==> config.mk <==
export PLATFORM = sky130hd
export DESIGN_NAME = sync_data_fifo
export DESIGN_NICKNAME = d
export VERILOG_FILES = /design/src/rtl/sync_data_fifo_pkg.sv /design/src/rtl/fifo_wrap_ptr.sv /design/src/rtl/sync_data_fifo.sv
export SDC_FILE = /design/constraint.sdc
export NUM_CORES = 1
export LEC_CHECK = 0
export CORE_ASPECT_RATIO = 0.5
export CORE_MARGIN = 2
export CORE_UTILIZATION = 25
export DETAILED_ROUTE_END_ITERATION = 7
export SLEW_MARGIN = 20
export SYNTH_ARGS = -nofsm -noshare
export SYNTH_HDL_FRONTEND = slang
export SYNTH_SLANG_ARGS = --single-unit
export TNS_END_PERCENT = 50
==> constraint.sdc <==
create_clock -name Clk -period 14.7 [get_ports Clk]
set_input_delay 1.47 -clock Clk [delete_from_list [all_inputs] [get_ports Clk]]
set_output_delay 1.47 -clock Clk [all_outputs]
set_load 0.005 [all_outputs]
==> src/rtl/sync_data_fifo_pkg.sv <==
// Shared types and helpers for the synchronous data FIFO.
package sync_data_fifo_pkg;

  // Per-cycle operation seen by the occupancy counter.
  typedef enum logic [1:0] {
    OP_IDLE = 2'b00,
    OP_PUSH = 2'b01,
    OP_POP  = 2'b10,
    OP_BOTH = 2'b11
  } fifo_op_e;

  // Modulo increment for indices that need not be powers of two.
  function automatic int unsigned wrap_next(input int unsigned idx, input int unsigned depth);
    return (idx == depth - 1) ? 0 : idx + 1;
  endfunction

endpackage

==> src/rtl/fifo_wrap_ptr.sv <==
// Index register counting 0..Depth-1 with explicit wrap; Clr wins over Inc.
module fifo_wrap_ptr
  import sync_data_fifo_pkg::*;
#(
  parameter int unsigned Depth = 4,
  localparam int unsigned PtrWidth = $clog2(Depth)
) (
  input  logic                Clk,
  input  logic                Rst,
  input  logic                Clr,
  input  logic                Inc,
  output logic [PtrWidth-1:0] Ptr
);

  logic [PtrWidth-1:0] ptr_q;
  logic [PtrWidth-1:0] ptr_d;

  always_comb begin
    ptr_d = ptr_q;
    if (Clr) begin
      ptr_d = '0;
    end else if (Inc) begin
      ptr_d = PtrWidth'(wrap_next(32'(ptr_q), Depth));
    end
  end

  always_ff @(posedge Clk or negedge Rst) begin
    if (!Rst) begin
      ptr_q <= '0;
    end else begin
      ptr_q <= ptr_d;
    end
  end

  assign Ptr = ptr_q;

endmodule

==> src/rtl/sync_data_fifo.sv <==
// Parametrised first-word-fall-through FIFO with occupancy, almost-full and sticky error flags.
module sync_data_fifo
  import sync_data_fifo_pkg::*;
#(
  parameter int unsigned DataWidth     = 64,
  parameter int unsigned Depth         = 4,
  parameter int unsigned AlmostFullThr = Depth - 1,
  localparam int unsigned CntWidth     = $clog2(Depth + 1)
) (
  input  logic                 Clk,
  input  logic                 Rst,
  input  logic                 Flush,
  input  logic [DataWidth-1:0] WData,
  input  logic                 WInc,
  output logic                 WFull,
  output logic                 WAlmostFull,
  output logic [DataWidth-1:0] RData,
  input  logic                 RInc,
  output logic                 REmpty,
  output logic [CntWidth-1:0]  Count,
  output logic                 Overflow,
  output logic                 Underflow
);

  localparam int unsigned PtrWidth = $clog2(Depth);

  logic [DataWidth-1:0] mem_q [Depth];
  logic [PtrWidth-1:0]  rptr;
  logic [PtrWidth-1:0]  wptr;
  logic [CntWidth-1:0]  count_q, count_d;
  logic                 ovf_q, ovf_d;
  logic                 unf_q, unf_d;
  logic                 empty, full;
  logic                 w_acc, r_acc;
  fifo_op_e             op;

  assign empty = (count_q == '0);
  assign full  = (count_q == CntWidth'(Depth));

  // A write into a full FIFO is only taken when the head is popped the same cycle.
  assign w_acc = WInc & (~full | RInc) & ~Flush;
  assign r_acc = RInc & ~empty & ~Flush;
  assign op    = fifo_op_e'({r_acc, w_acc});

  always_comb begin
    count_d = count_q;
    ovf_d   = ovf_q;
    unf_d   = unf_q;
    if (Flush) begin
      count_d = '0;
      ovf_d   = 1'b0;
      unf_d   = 1'b0;
    end else begin
      unique case (op)
        OP_PUSH: count_d = count_q + CntWidth'(1);
        OP_POP:  count_d = count_q - CntWidth'(1);
        default: count_d = count_q;
      endcase
      if (WInc && full && !RInc) ovf_d = 1'b1;
      if (RInc && empty)         unf_d = 1'b1;
    end
  end

  always_ff @(posedge Clk or negedge Rst) begin
    if (!Rst) begin
      count_q <= '0;
      ovf_q   <= 1'b0;
      unf_q   <= 1'b0;
    end else begin
      count_q <= count_d;
      ovf_q   <= ovf_d;
      unf_q   <= unf_d;
    end
  end

  // Storage is not reset; RData is masked to zero while empty.
  always_ff @(posedge Clk) begin
    if (w_acc) begin
      mem_q[wptr] <= WData;
    end
  end

  fifo_wrap_ptr #(.Depth(Depth)) u_wptr (
    .Clk (Clk),
    .Rst (Rst),
    .Clr (Flush),
    .Inc (w_acc),
    .Ptr (wptr)
  );

  fifo_wrap_ptr #(.Depth(Depth)) u_rptr (
    .Clk (Clk),
    .Rst (Rst),
    .Clr (Flush),
    .Inc (r_acc),
    .Ptr (rptr)
  );

  assign RData       = empty ? '0 : mem_q[rptr];
  assign REmpty      = empty;
  assign WFull       = full;
  assign WAlmostFull = (count_q >= CntWidth'(AlmostFullThr));
  assign Count       = count_q;
  assign Overflow    = ovf_q;
  assign Underflow   = unf_q;

endmodule

==> summary.txt <==
Outcome - finished, final reports clean
Die Wd - 291 um
Skew final - 5.03 ps
Critical Path, Cell by Cell - buf_4, mux4_2, nor2b_1, clkdlybuf4s50_1
Synth async-reset ratio - 3.40%
Die height - 148 um
Met2 Resource Use GR - 19.3%
Synthesized area - 10300 um^2
Power Total - 1.74 mW
# diodes - 0
Pre-antenna DRT Iters - 4
CTS tree - yes
Synth warn - 0
Synth Area per Inst - 21.7 um^2
Cts repair resizes - 0
Post-synth EDFFs - 256
Max Buffers Root-to-Sink - 3
Routability Congestion - 0.677
Vias in the first global route - 5483
Post-route ant nets - 0
Gr ovfl total - 0
Relative slew slack - 32.7%
Syn_nets - 549
Setup violations, final - 0
Largest net degree at the start of global routing - 67
Cells after Synth - 475
Buf/Inv on CP - 2
Hold EP - Overflow$_DFFE_PN0P_
# DRC - 0
# IOs - 141
Final Cycle Share - 33.1%
Setup Crit Path Kind - register to output port
CP delay by family, top - buffers and inverters
Global route hottest layer - met2
Detailed placer's ending HPWL - 12500 um
Pwr dens - 131 nW/um^2
# rows - 52
Slowest library cell on the worst path - dfrtp_4
Worst reg2reg endpoint - mem_q[2][47]$_DFFE_PP_
Hold Fails Final Rpt - 0
Finished Cell Area - 13200 um^2
Post-CTS Hold Fix Bufs - 0
RSZ-0062 raised after global routing - false
Layout cell share with drive strength beyond 1 - 20.0%
Reg2Reg Launch Point - Count[1]$_DFFE_PN0P_
Root Buffer - clkbuf_16
Cts bufs inserted - 28
Library cells used by synthesis - 38
First-pass GRT wire length - 32500 um
Routed len/inst - 17.8 um
Synth Register Bits - 265
Hold Crit Class - register to register
Placed Area - 12300 um^2
Worst-Margin Slew - 1010 ps
Final slew viol count - 0
CP required - 13230 ps
Crit start category - register
Initial antenna violation count - 2
GRT Util Overall - 9.79%
DR iter-0 viols - 246
CTS clk-pin slew, worst paths - 60 ps
Synth area leader - edfxtp_1
Met3 usage - 1.67%
Hold path cells - 1
Peak supply drop - 0.0803 mV
Reg2reg setup slack - 12140 ps
Top cell type's share of synthesized area - 74.6%
Clk_lat worst skew - 530 ps
Post-CTS Setup Bufs - 0
Die Area - 43000 um^2
Leakage - 4.06 nW
DR vias/cell - 4.16
Tmin final - 4860 ps
Clock sinks - 265
CP Capture Type - output port
Area growth from synthesis to layout - 28.3%
Seq/Total Area, Yosys - 76.8%
Setup TNS - 0 ps
Slowest stage delay, CP - 860 ps
Max_cap viols - 0
Core Box Area - 40500 um^2
Final wirelength - 21200 um
R2R depth - 4
Starting Density - 25.4%
Met1 Use GR - 10.9%
Worst Hold Launch - Overflow$_DFFE_PN0P_
H-tree depth - 1
Arrival @ worst endpoint - 3390 ps
Total number of vias - 4948
Nets@finish - 702
Worst-path fanout max - 34
Ys flop type - edfxtp_1
Port bufs - 140
Synth area leaders - edfxtp_1 75%, mux4_2 14%, nor2b_1 3.9%
FMAX - 206 MHz
==> logic make-up (layout without fill, tap and decap cells) <==
| group | Yosys count | count (layout) | share of synthesized area (%) |
|---|---|---|---|
| flip-flops | 265 | 265 | 76.8 |
| AND/OR/NAND/NOR | 89 | 89 | 5.34 |
| multiplexers | 66 | 66 | 14.2 |
| buffers and inverters | 32 | 207 | 1.64 |
| AO/OA/AOI/OAI | 14 | 14 | 1.02 |
| adder cells (fa/ha/maj) | 5 | 5 | 0.680 |
| XOR/XNOR | 4 | 4 | 0.340 |
==> through the flow <==
step                hold slack (ps)  cells  worst slack (ps)  utilization (%)
floorplan                       486    475              7430                -
global placement                482   1138             10250             30.5
detailed placement              493   1138             10250             30.5
CTS                             507   1190              9670             32.6
global route                    554   1190              9540             32.6
finish                          503   1190              9840             32.6
==> registers in the layout, indices dropped and copies added (netlist names) <==
name	flops
Count	3
mem_q	256
u_wptr.Ptr	2
Overflow	1
Underflow	1
u_rptr.Ptr	2
==> cell usage in the layout, fill, tap and decap left out, drive strengths merged, types with 2 or more instances in the layout <==
cell	instances
nand3	3
buf	10
nor2	6
nor2b	64
nor3b	5
nor3	2
nand2	2
nand2b	2
or2	2
mux4	64
o2111ai	2
inv	5
clkinv	7
clkdlybuf4s50	140
a21oi	2
edfxtp	256
xor2	3
clkinvlp	2
ha	4
dfrtp	9
or3b	2
clkbuf	43
==> layer usage <==
metal	routed length [um]	share of wire, %	up-vias
met2	11900	56	57
met4	431	2.0	0
met5	0	0	-
met3	606	2.9	36
li1	-	-	2221
met1	8240	39	2634
==> worst reg2reg max path, cell delays in order, from the launching register on <==
cell and delay (ps):
dfrtp_1 540, or3b_4 500, o21ai_0 600, nor3b_2 130, buf_4 410
==> where the power goes <==
part	internal [mW]	leakage (nW)	switching, mW	total, mW
clock	0.386	0.432	0.271	0.657
combinational	0.123	1.19	0.0858	0.209
sequential	0.853	2.44	0.0180	0.871
total	1.36	4.06	0.374	1.74
==> cells in the mapped netlist (all sizes together) (3+ instances only) <==
master / n
xor2: 3
nor2b: 64
inv: 5
buf: 17
clkbuf: 10
ha: 4
dfrtp: 9
mux4: 64
nor3b: 5
nor2: 6
edfxtp: 256
nand3: 3
==> how the worst max path moves through the flow <==
stage,cells after the start,slack (ps),end,start
final,4,9840,RData[35],u_rptr.Ptr[0]$_DFFE_PN0P_
after global routing,4,9540,RData[1],u_rptr.Ptr[0]$_DFFE_PN0P_
after CTS,4,9670,RData[1],u_rptr.Ptr[0]$_DFFE_PN0P_
after detailed placement,4,10250,RData[1],u_rptr.Ptr[0]$_DFFE_PN0P_
after global placement,4,10250,RData[35],u_rptr.Ptr[0]$_DFFE_PN0P_
after floorplan,3,7430,mem_q[0][0]$_DFFE_PP_,RInc
==> cell type report <==
cell class | count | area (um^2)
fillers | 3832 | 27300
inverters | 5 | 18.8
clock buffers | 43 | 828
clock inverters | 9 | 50.0
multi-input cells | 178 | 2250
well taps | 540 | 676
repair buffers | 150 | 1480
flip-flops and latches | 265 | 7920
Note: power is estimated with default switching activity, not from simulation.
